===== src/rtl/joy_input_capture_if.sv =====
// joy_input_capture_if
//   Byte-wide register bus between the system CPU and joy_input_capture.
//
//   Bus protocol: cpu_rd and cpu_wr are one-cycle strobes qualified by
//   cpu_addr (and cpu_din for writes). There is no ready/wait signal; the
//   slave accepts every strobe on the clk_sys edge where it is high. Read
//   data appears on cpu_dout one cycle after the cpu_rd edge and holds until
//   the next read. irq is a registered level.
//
//   Signals:
//     cpu_addr  [4:0]  register address        (master -> slave)
//     cpu_rd           read strobe             (master -> slave)
//     cpu_wr           write strobe            (master -> slave)
//     cpu_din   [7:0]  write data              (master -> slave)
//     cpu_dout  [7:0]  registered read data    (slave -> master)
//     irq              level interrupt         (slave -> master)
interface joy_input_capture_if;
  logic [4:0] cpu_addr;
  logic       cpu_rd;
  logic       cpu_wr;
  logic [7:0] cpu_din;
  logic [7:0] cpu_dout;
  logic       irq;

  modport master (
    output cpu_addr, cpu_rd, cpu_wr, cpu_din,
    input  cpu_dout, irq
  );

  modport slave (
    input  cpu_addr, cpu_rd, cpu_wr, cpu_din,
    output cpu_dout, irq
  );
endinterface


===== src/rtl/joy_input_capture.sv =====
// joy_input_capture
//   Debounces the raw hps_io joystick words on a sample strobe, latches
//   sticky "pressed" events and exposes both through a byte-wide register
//   port with an optional level interrupt. Single clk_sys domain.
//
//   Ports:
//     clk_sys    system clock
//     reset      synchronous, active-high reset
//     sample_ce  one-cycle debounce sample strobe
//     joystick   PLAYERS*32 raw words; player p at [32p+31:32p], low 16 used
//     bus        register bus (cpu_addr/rd/wr/din/dout, irq), slave side
//
//   Register map (p = 0..PLAYERS-1):
//     4p+0 stable[7:0]  RO    4p+1 stable[15:8] RO
//     4p+2 event[7:0]   W1C   4p+3 event[15:8]  W1C
//     24   status: bit0 = any event pending
//     25   control: bit0 = irq_en
//     everything else reads 0x00, writes ignored
module joy_input_capture #(
  parameter int PLAYERS  = 6,
  parameter int BITS     = 16,
  parameter int DEBOUNCE = 4
) (
  input  logic                   clk_sys,
  input  logic                   reset,
  input  logic                   sample_ce,
  input  logic [PLAYERS*32-1:0]  joystick,
  joy_input_capture_if.slave     bus
);

  localparam logic [3:0] CNT_LAST = 4'(DEBOUNCE - 1);

  logic [BITS-1:0] raw      [PLAYERS];
  logic [BITS-1:0] stable_q [PLAYERS];
  logic [BITS-1:0] stable_d [PLAYERS];
  logic [BITS-1:0] evt_q    [PLAYERS];
  logic [BITS-1:0] evt_d    [PLAYERS];
  logic [BITS-1:0] clr_mask [PLAYERS];
  logic [BITS-1:0] rise     [PLAYERS];
  logic [3:0]      cnt_q    [PLAYERS][BITS];
  logic [3:0]      cnt_d    [PLAYERS][BITS];
  logic            irq_en_q;
  logic            irq_en_d;
  logic            any_evt_q;
  logic            any_evt_d;
  logic [7:0]      rd_data;
  logic [PLAYERS*(32-BITS)-1:0] unused_joy_hi;

  // The upper half of each hps_io word carries nothing we map.
  for (genvar gp = 0; gp < PLAYERS; gp++) begin : g_raw
    assign raw[gp] = joystick[32*gp +: BITS];
    assign unused_joy_hi[(32-BITS)*gp +: (32-BITS)] = joystick[32*gp+BITS +: (32-BITS)];
  end

  // Debounce, event latch and W1C in one place so that a set arriving on
  // the same cycle as a clear wins (set is OR-ed in after the clear).
  always_comb begin
    any_evt_d = 1'b0;
    for (int p = 0; p < PLAYERS; p++) begin
      stable_d[p] = stable_q[p];
      clr_mask[p] = '0;
      rise[p]     = '0;
      for (int b = 0; b < BITS; b++) cnt_d[p][b] = cnt_q[p][b];

      if (bus.cpu_wr && bus.cpu_addr == 5'(4*p + 2)) clr_mask[p][7:0]  = bus.cpu_din;
      if (bus.cpu_wr && bus.cpu_addr == 5'(4*p + 3)) clr_mask[p][15:8] = bus.cpu_din;

      if (sample_ce) begin
        for (int b = 0; b < BITS; b++) begin
          if (raw[p][b] == stable_q[p][b]) begin
            cnt_d[p][b] = 4'd0;
          end else if (cnt_q[p][b] == CNT_LAST) begin
            stable_d[p][b] = raw[p][b];
            cnt_d[p][b]    = 4'd0;
            rise[p][b]     = raw[p][b];   // only a 0->1 change raises an event
          end else begin
            cnt_d[p][b] = cnt_q[p][b] + 4'd1;
          end
        end
      end

      evt_d[p]  = (evt_q[p] & ~clr_mask[p]) | rise[p];
      any_evt_d = any_evt_d | (|evt_d[p]);
    end

    irq_en_d = irq_en_q;
    if (bus.cpu_wr && bus.cpu_addr == 5'd25) irq_en_d = bus.cpu_din[0];
  end

  // Read mux works on current state, so a combined rd+wr returns pre-write data.
  always_comb begin
    any_evt_q = 1'b0;
    rd_data   = 8'h00;
    for (int p = 0; p < PLAYERS; p++) begin
      any_evt_q = any_evt_q | (|evt_q[p]);
      if (bus.cpu_addr == 5'(4*p + 0)) rd_data = stable_q[p][7:0];
      if (bus.cpu_addr == 5'(4*p + 1)) rd_data = stable_q[p][15:8];
      if (bus.cpu_addr == 5'(4*p + 2)) rd_data = evt_q[p][7:0];
      if (bus.cpu_addr == 5'(4*p + 3)) rd_data = evt_q[p][15:8];
    end
    if (bus.cpu_addr == 5'd24) rd_data = {7'd0, any_evt_q};
    if (bus.cpu_addr == 5'd25) rd_data = {7'd0, irq_en_q};
  end

  always_ff @(posedge clk_sys) begin
    if (reset) begin
      for (int p = 0; p < PLAYERS; p++) begin
        stable_q[p] <= '0;
        evt_q[p]    <= '0;
        for (int b = 0; b < BITS; b++) cnt_q[p][b] <= 4'd0;
      end
      irq_en_q     <= 1'b0;
      bus.cpu_dout <= 8'h00;
      bus.irq      <= 1'b0;
    end else begin
      for (int p = 0; p < PLAYERS; p++) begin
        stable_q[p] <= stable_d[p];
        evt_q[p]    <= evt_d[p];
        for (int b = 0; b < BITS; b++) cnt_q[p][b] <= cnt_d[p][b];
      end
      irq_en_q <= irq_en_d;
      if (bus.cpu_rd) bus.cpu_dout <= rd_data;
      bus.irq <= irq_en_q & any_evt_d;
    end
  end

endmodule


===== src/flat_wrapper.sv =====
// flat-port wrapper written by rule: the top's interface ports become plain ports
module joy_input_capture_flat 
#(
  parameter int PLAYERS  = 6,
  parameter int BITS     = 16,
  parameter int DEBOUNCE = 4
)
  (clk_sys, reset, sample_ce, joystick, bus_cpu_addr, bus_cpu_rd, bus_cpu_wr, bus_cpu_din, bus_cpu_dout, bus_irq);
  joy_input_capture_if bus_i ();
  input  logic clk_sys;
  input  logic reset;
  input  logic sample_ce;
  input  logic [PLAYERS*32-1:0] joystick;
  input wire logic [$bits(bus_i.cpu_addr)-1:0] bus_cpu_addr;
  input wire logic [$bits(bus_i.cpu_rd)-1:0] bus_cpu_rd;
  input wire logic [$bits(bus_i.cpu_wr)-1:0] bus_cpu_wr;
  input wire logic [$bits(bus_i.cpu_din)-1:0] bus_cpu_din;
  output wire logic [$bits(bus_i.cpu_dout)-1:0] bus_cpu_dout;
  output wire logic [$bits(bus_i.irq)-1:0] bus_irq;
  assign bus_i.cpu_addr = bus_cpu_addr;
  assign bus_i.cpu_rd = bus_cpu_rd;
  assign bus_i.cpu_wr = bus_cpu_wr;
  assign bus_i.cpu_din = bus_cpu_din;
  assign bus_cpu_dout = bus_i.cpu_dout;
  assign bus_irq = bus_i.irq;
  joy_input_capture #(.PLAYERS(PLAYERS), .BITS(BITS), .DEBOUNCE(DEBOUNCE)) u_core (.clk_sys(clk_sys), .reset(reset), .sample_ce(sample_ce), .joystick(joystick), .bus(bus_i));
endmodule

===== config.mk =====
export PLATFORM = sky130hd
export DESIGN_NAME = joy_input_capture_flat
export DESIGN_NICKNAME = d
export VERILOG_FILES = /design/src/rtl/joy_input_capture_if.sv /design/src/rtl/joy_input_capture.sv /design/src/flat_wrapper.sv
export SDC_FILE = /design/constraint.sdc
export NUM_CORES = 2
export LEC_CHECK = 0
export ABC_AREA = 1
export CAP_MARGIN = 40
export CELL_PAD_IN_SITES_DETAIL_PLACEMENT = 2
export CELL_PAD_IN_SITES_GLOBAL_PLACEMENT = 2
export CORE_ASPECT_RATIO = 0.9
export CORE_MARGIN = 3
export CORE_UTILIZATION = 35
export CTS_BUF_LIST = sky130_fd_sc_hd__clkbuf_8
export CTS_CLUSTER_DIAMETER = 50
export DETAILED_ROUTE_END_ITERATION = 6
export GPL_TIMING_DRIVEN = 0
export PLACE_DENSITY = 0.82
export SYNTH_ARGS = -nofsm -noshare
export SYNTH_HDL_FRONTEND = slang
export SYNTH_SLANG_ARGS = --single-unit

===== constraint.sdc =====
create_clock -name clk_sys -period 3 [get_ports clk_sys]
set_input_delay 0.6 -clock clk_sys [delete_from_list [all_inputs] [get_ports clk_sys]]
set_output_delay 0.6 -clock clk_sys [all_outputs]
set_load 0.03 [all_outputs]

==> run_results.csv <==
group,metric,value,unit
grt,grt_first_pass_wirelength,193000,µm
synthesis,yosys_warnings,0,
power,p_leak,14.4,nW
timing,period_needed,2970,ps
die,pin_count,219,
synthesis,synth_seq_cells,586,
critical_path,critPathKind,"in2reg",
power,sw_frac_of_total,28.5,%
power,powerDensity,518,mW/mm²
die,start_util,35.4,%
routing,drtPass1Iterations,5,
timing,rsz0062_at_grt,"yes",
routing,routed_wirelength,127000,µm
routing,num_vias,30400,
hold_path,holdCritStartpoint,"u_core.cnt_q[4][59]",
timing,setup_viol,0,
die,die_h,281,µm
final_layout,layout_common_cells,"859 x nand2_1, 609 x inv_1, 586 x dfxtp_1",
clocking,clock-root-buffer,"clkbuf_8",
hold_path,min_to,"u_core.cnt_q[4][59]",
power,pwr-share-seq,44.5,%
grt,grtUsageTotal,28.4,%
grt,overflow,0,
synthesis,seq_area_frac_synth,39.9,%
power,combinationalPowerShare,9.2,%
routing,wire_per_inst,22.4,µm
critical_path,critPathCaptureType,"flip-flop",
synthesis,synth-async-reset-ratio,0,%
critical_path,crit_fanout,9,
clocking,cts.htree.levels,3,
power,internal_power,0.0130,W
routing,antenna_left,0,
critical_path,cp.arrival,3650,ps
place,dp_hpwl,95700,µm
die,die_area,0.0875,mm²
timing,period_share,98.9,%
timing,tightestPinTransition,946,ps
critical_path,rr_startpoint,"u_core.evt_q[1][14]",
clocking,postCtsHoldBufs,0,
synthesis,synth_area,0.0294,mm²
routing,drt-initial-drc-count,1864,
final_layout,final_util,42.2,%
clocking,clk_pin_slew,60,ps
routing,drc,0,
place,portBuffers,120,
power,total_power,0.0181,W
clocking,cts_tree,"done",
critical_path,critPathRequiredTime,3680,ps
grt,antenna_found_initial,6,
final_layout,drive_above_1_share,6.77,%
critical_path,r2r-end,"u_core.bus.cpu_dout[0]",
clocking,clock_path_buffers,3,
place,gp_congestion,0.868,
final_layout,fin_nets,4771,
clocking,worstSkewPairLatency,790,ps
run,max_cap_viol_count,0,
die,rows,100,
timing,slew_viol_final,0,
clocking,clkSinkCount,586,
synthesis,syn_area_per_cell,7.01,µm²
timing,fin_skew,43.1,ps
synthesis,syn_nets,4496,
power,vdd_ir_drop_max,0.341,mV
synthesis,syn_inst,4190,
power,p_clk_share,46.2,%
synthesis,synth_cell_type_count,37,
hold_path,hold_path.class,"reg2reg",
timing,hold_slack,466,ps
power,power_switching,0.00515,W
grt,grt_pass1_vias,32400,
critical_path,r2r_slack,220,ps
final_layout,area_delta_synth_final,19.0,%
synthesis,ys.flop_type,"dfxtp_1",
grt,grt_max_degree,16,
final_layout,final_common_cell,"nand2_1",
die,die_w,311,µm
critical_path,start_kind,"input pin",
timing,max-slew-margin-rel,37.0,%
synthesis,synth_edf_count,0,
run_status,status,"finished clean",
routing,vias_per_cell,5.35,
timing,fmax,337,MHz
timing,final_hold_viol_count,0,
clocking,cts_made_buffers,112,
die,core,0.0830,mm²
critical_path,worstRegToRegCells,10,
hold_path,worstHoldPathCells,2,
## Yosys cell counts (all sizes together) (3+ instances only)
cell type	n	area share (%)
nor4	30	0.64
clkinv	5	0.077
xor2	192	5.7
nor2	334	4.6
ha	96	4.1
o21ai	249	4.2
o21bai	3	0.077
nand4	71	1.5
dfxtp	586	40
buf	12	0.22
clkbuf	122	1.6
a211oi	96	2.5
or2	19	0.40
nand3	416	7.1
nand2	873	11
inv	589	7.5
a21oi	477	8.1
nor3	12	0.22
## cell families (layout without fill, tap and decap cells)
kind of cell    Yosys count  count (layout)  synth area share, %
compound gates          830             830                 15.0
xor+xnor                192             192                 5.72
fa+ha+maj                96              96                 4.09
buf+inv                 728            1089                 9.37
flops                   586             586                 39.9
other cells               0               2                    0
simple gates           1758            1758                 25.9
## how the worst max path moves through the flow
| stage | start | endpoint | slack (ps) | cells past startpoint |
|---|---|---|---|---|
| floorplan | bus_cpu_addr[4] | u_core.bus.irq | 640 | 14 |
| global placement | sample_ce | u_core.cnt_q[1][27] | -2130 | 8 |
| detailed placement | bus_cpu_addr[1] | u_core.bus.irq | -1390 | 12 |
| CTS | sample_ce | u_core.bus.irq | 20 | 12 |
| global route | sample_ce | u_core.bus.irq | -8 | 13 |
| finish | sample_ce | u_core.bus.irq | 30 | 13 |
## area by class of cell
cell class                      count  area, µm²
Buffer                            134        551
Tap cell                         1122       1400
Clock inverter                     54        327
Timing Repair Buffer              161       1730
Inverter                          594       2230
Antenna cell                        2       5.00
Multi-Input combinational cell   2876      15000
Fill cell                        9867      48000
Clock buffer                      146       2010
Sequential cell                   586      11700
## critical path, cell delays in order
cell and delay [ps]:
clkdlybuf4s50_1 540, inv_2 200, clkbuf_2 300, buf_8 210
nor2_1 110, nand3_1 170, nand4_1 140, nor4_1 520
nand4_1 190, nor3_2 300, nand3_1 120, nand3b_1 190
inv_1 50
## flip-flops by register name, indices dropped and copies added (netlist names)
signal               cells
u_core.bus.cpu_dout      8
u_core.bus.irq           1
u_core.cnt_q           384
u_core.evt_q            96
u_core.irq_en_q          1
u_core.stable_q         96
## layer usage
layer / vias to the layer above / track usage, % / share of wire [%]
met4: 0 / 9.05 / 3.1
met3: 211 / 4.35 / 4.9
met2: 662 / 47.9 / 47
met1: 15200 / 37.2 / 45
met5: - / 0 / 0
li1: 14300 / - / -
## power by group through the flow
stage | combinational (W) | clock, W | sequential [W]
finish | 0.00167 | 0.00837 | 0.00807
global placement | 0.00150 | 0 | 0.00822
CTS | 0.00166 | 0.00853 | 0.00807
floorplan | 0.000757 | 0 | 0.00820
detailed placement | 0.00162 | 0 | 0.00823
global route | 0.00180 | 0.00893 | 0.00809
## what timing repair did
action | 4_1_cts | 5_1_grt
endpoints found under the setup margin | 99 | 41
pin swaps | 1 | 0
buffers inserted | 1 | 0
gates resized for setup | 28 | 33
## per-stage QoR
step	instance area, µm²	setup slack (ps)	instances	setup TNS (ps)
after floorplan	29400	639	4190	0
after global placement	32000	-2130	5432	-372030
after detailed placement	32500	-1390	5472	-174000
after CTS	34900	16.7	5673	0
after global routing	35000	-7.72	5675	-7.72
final	35000	34.0	5675	0
Power figures use the tool's default switching activity.
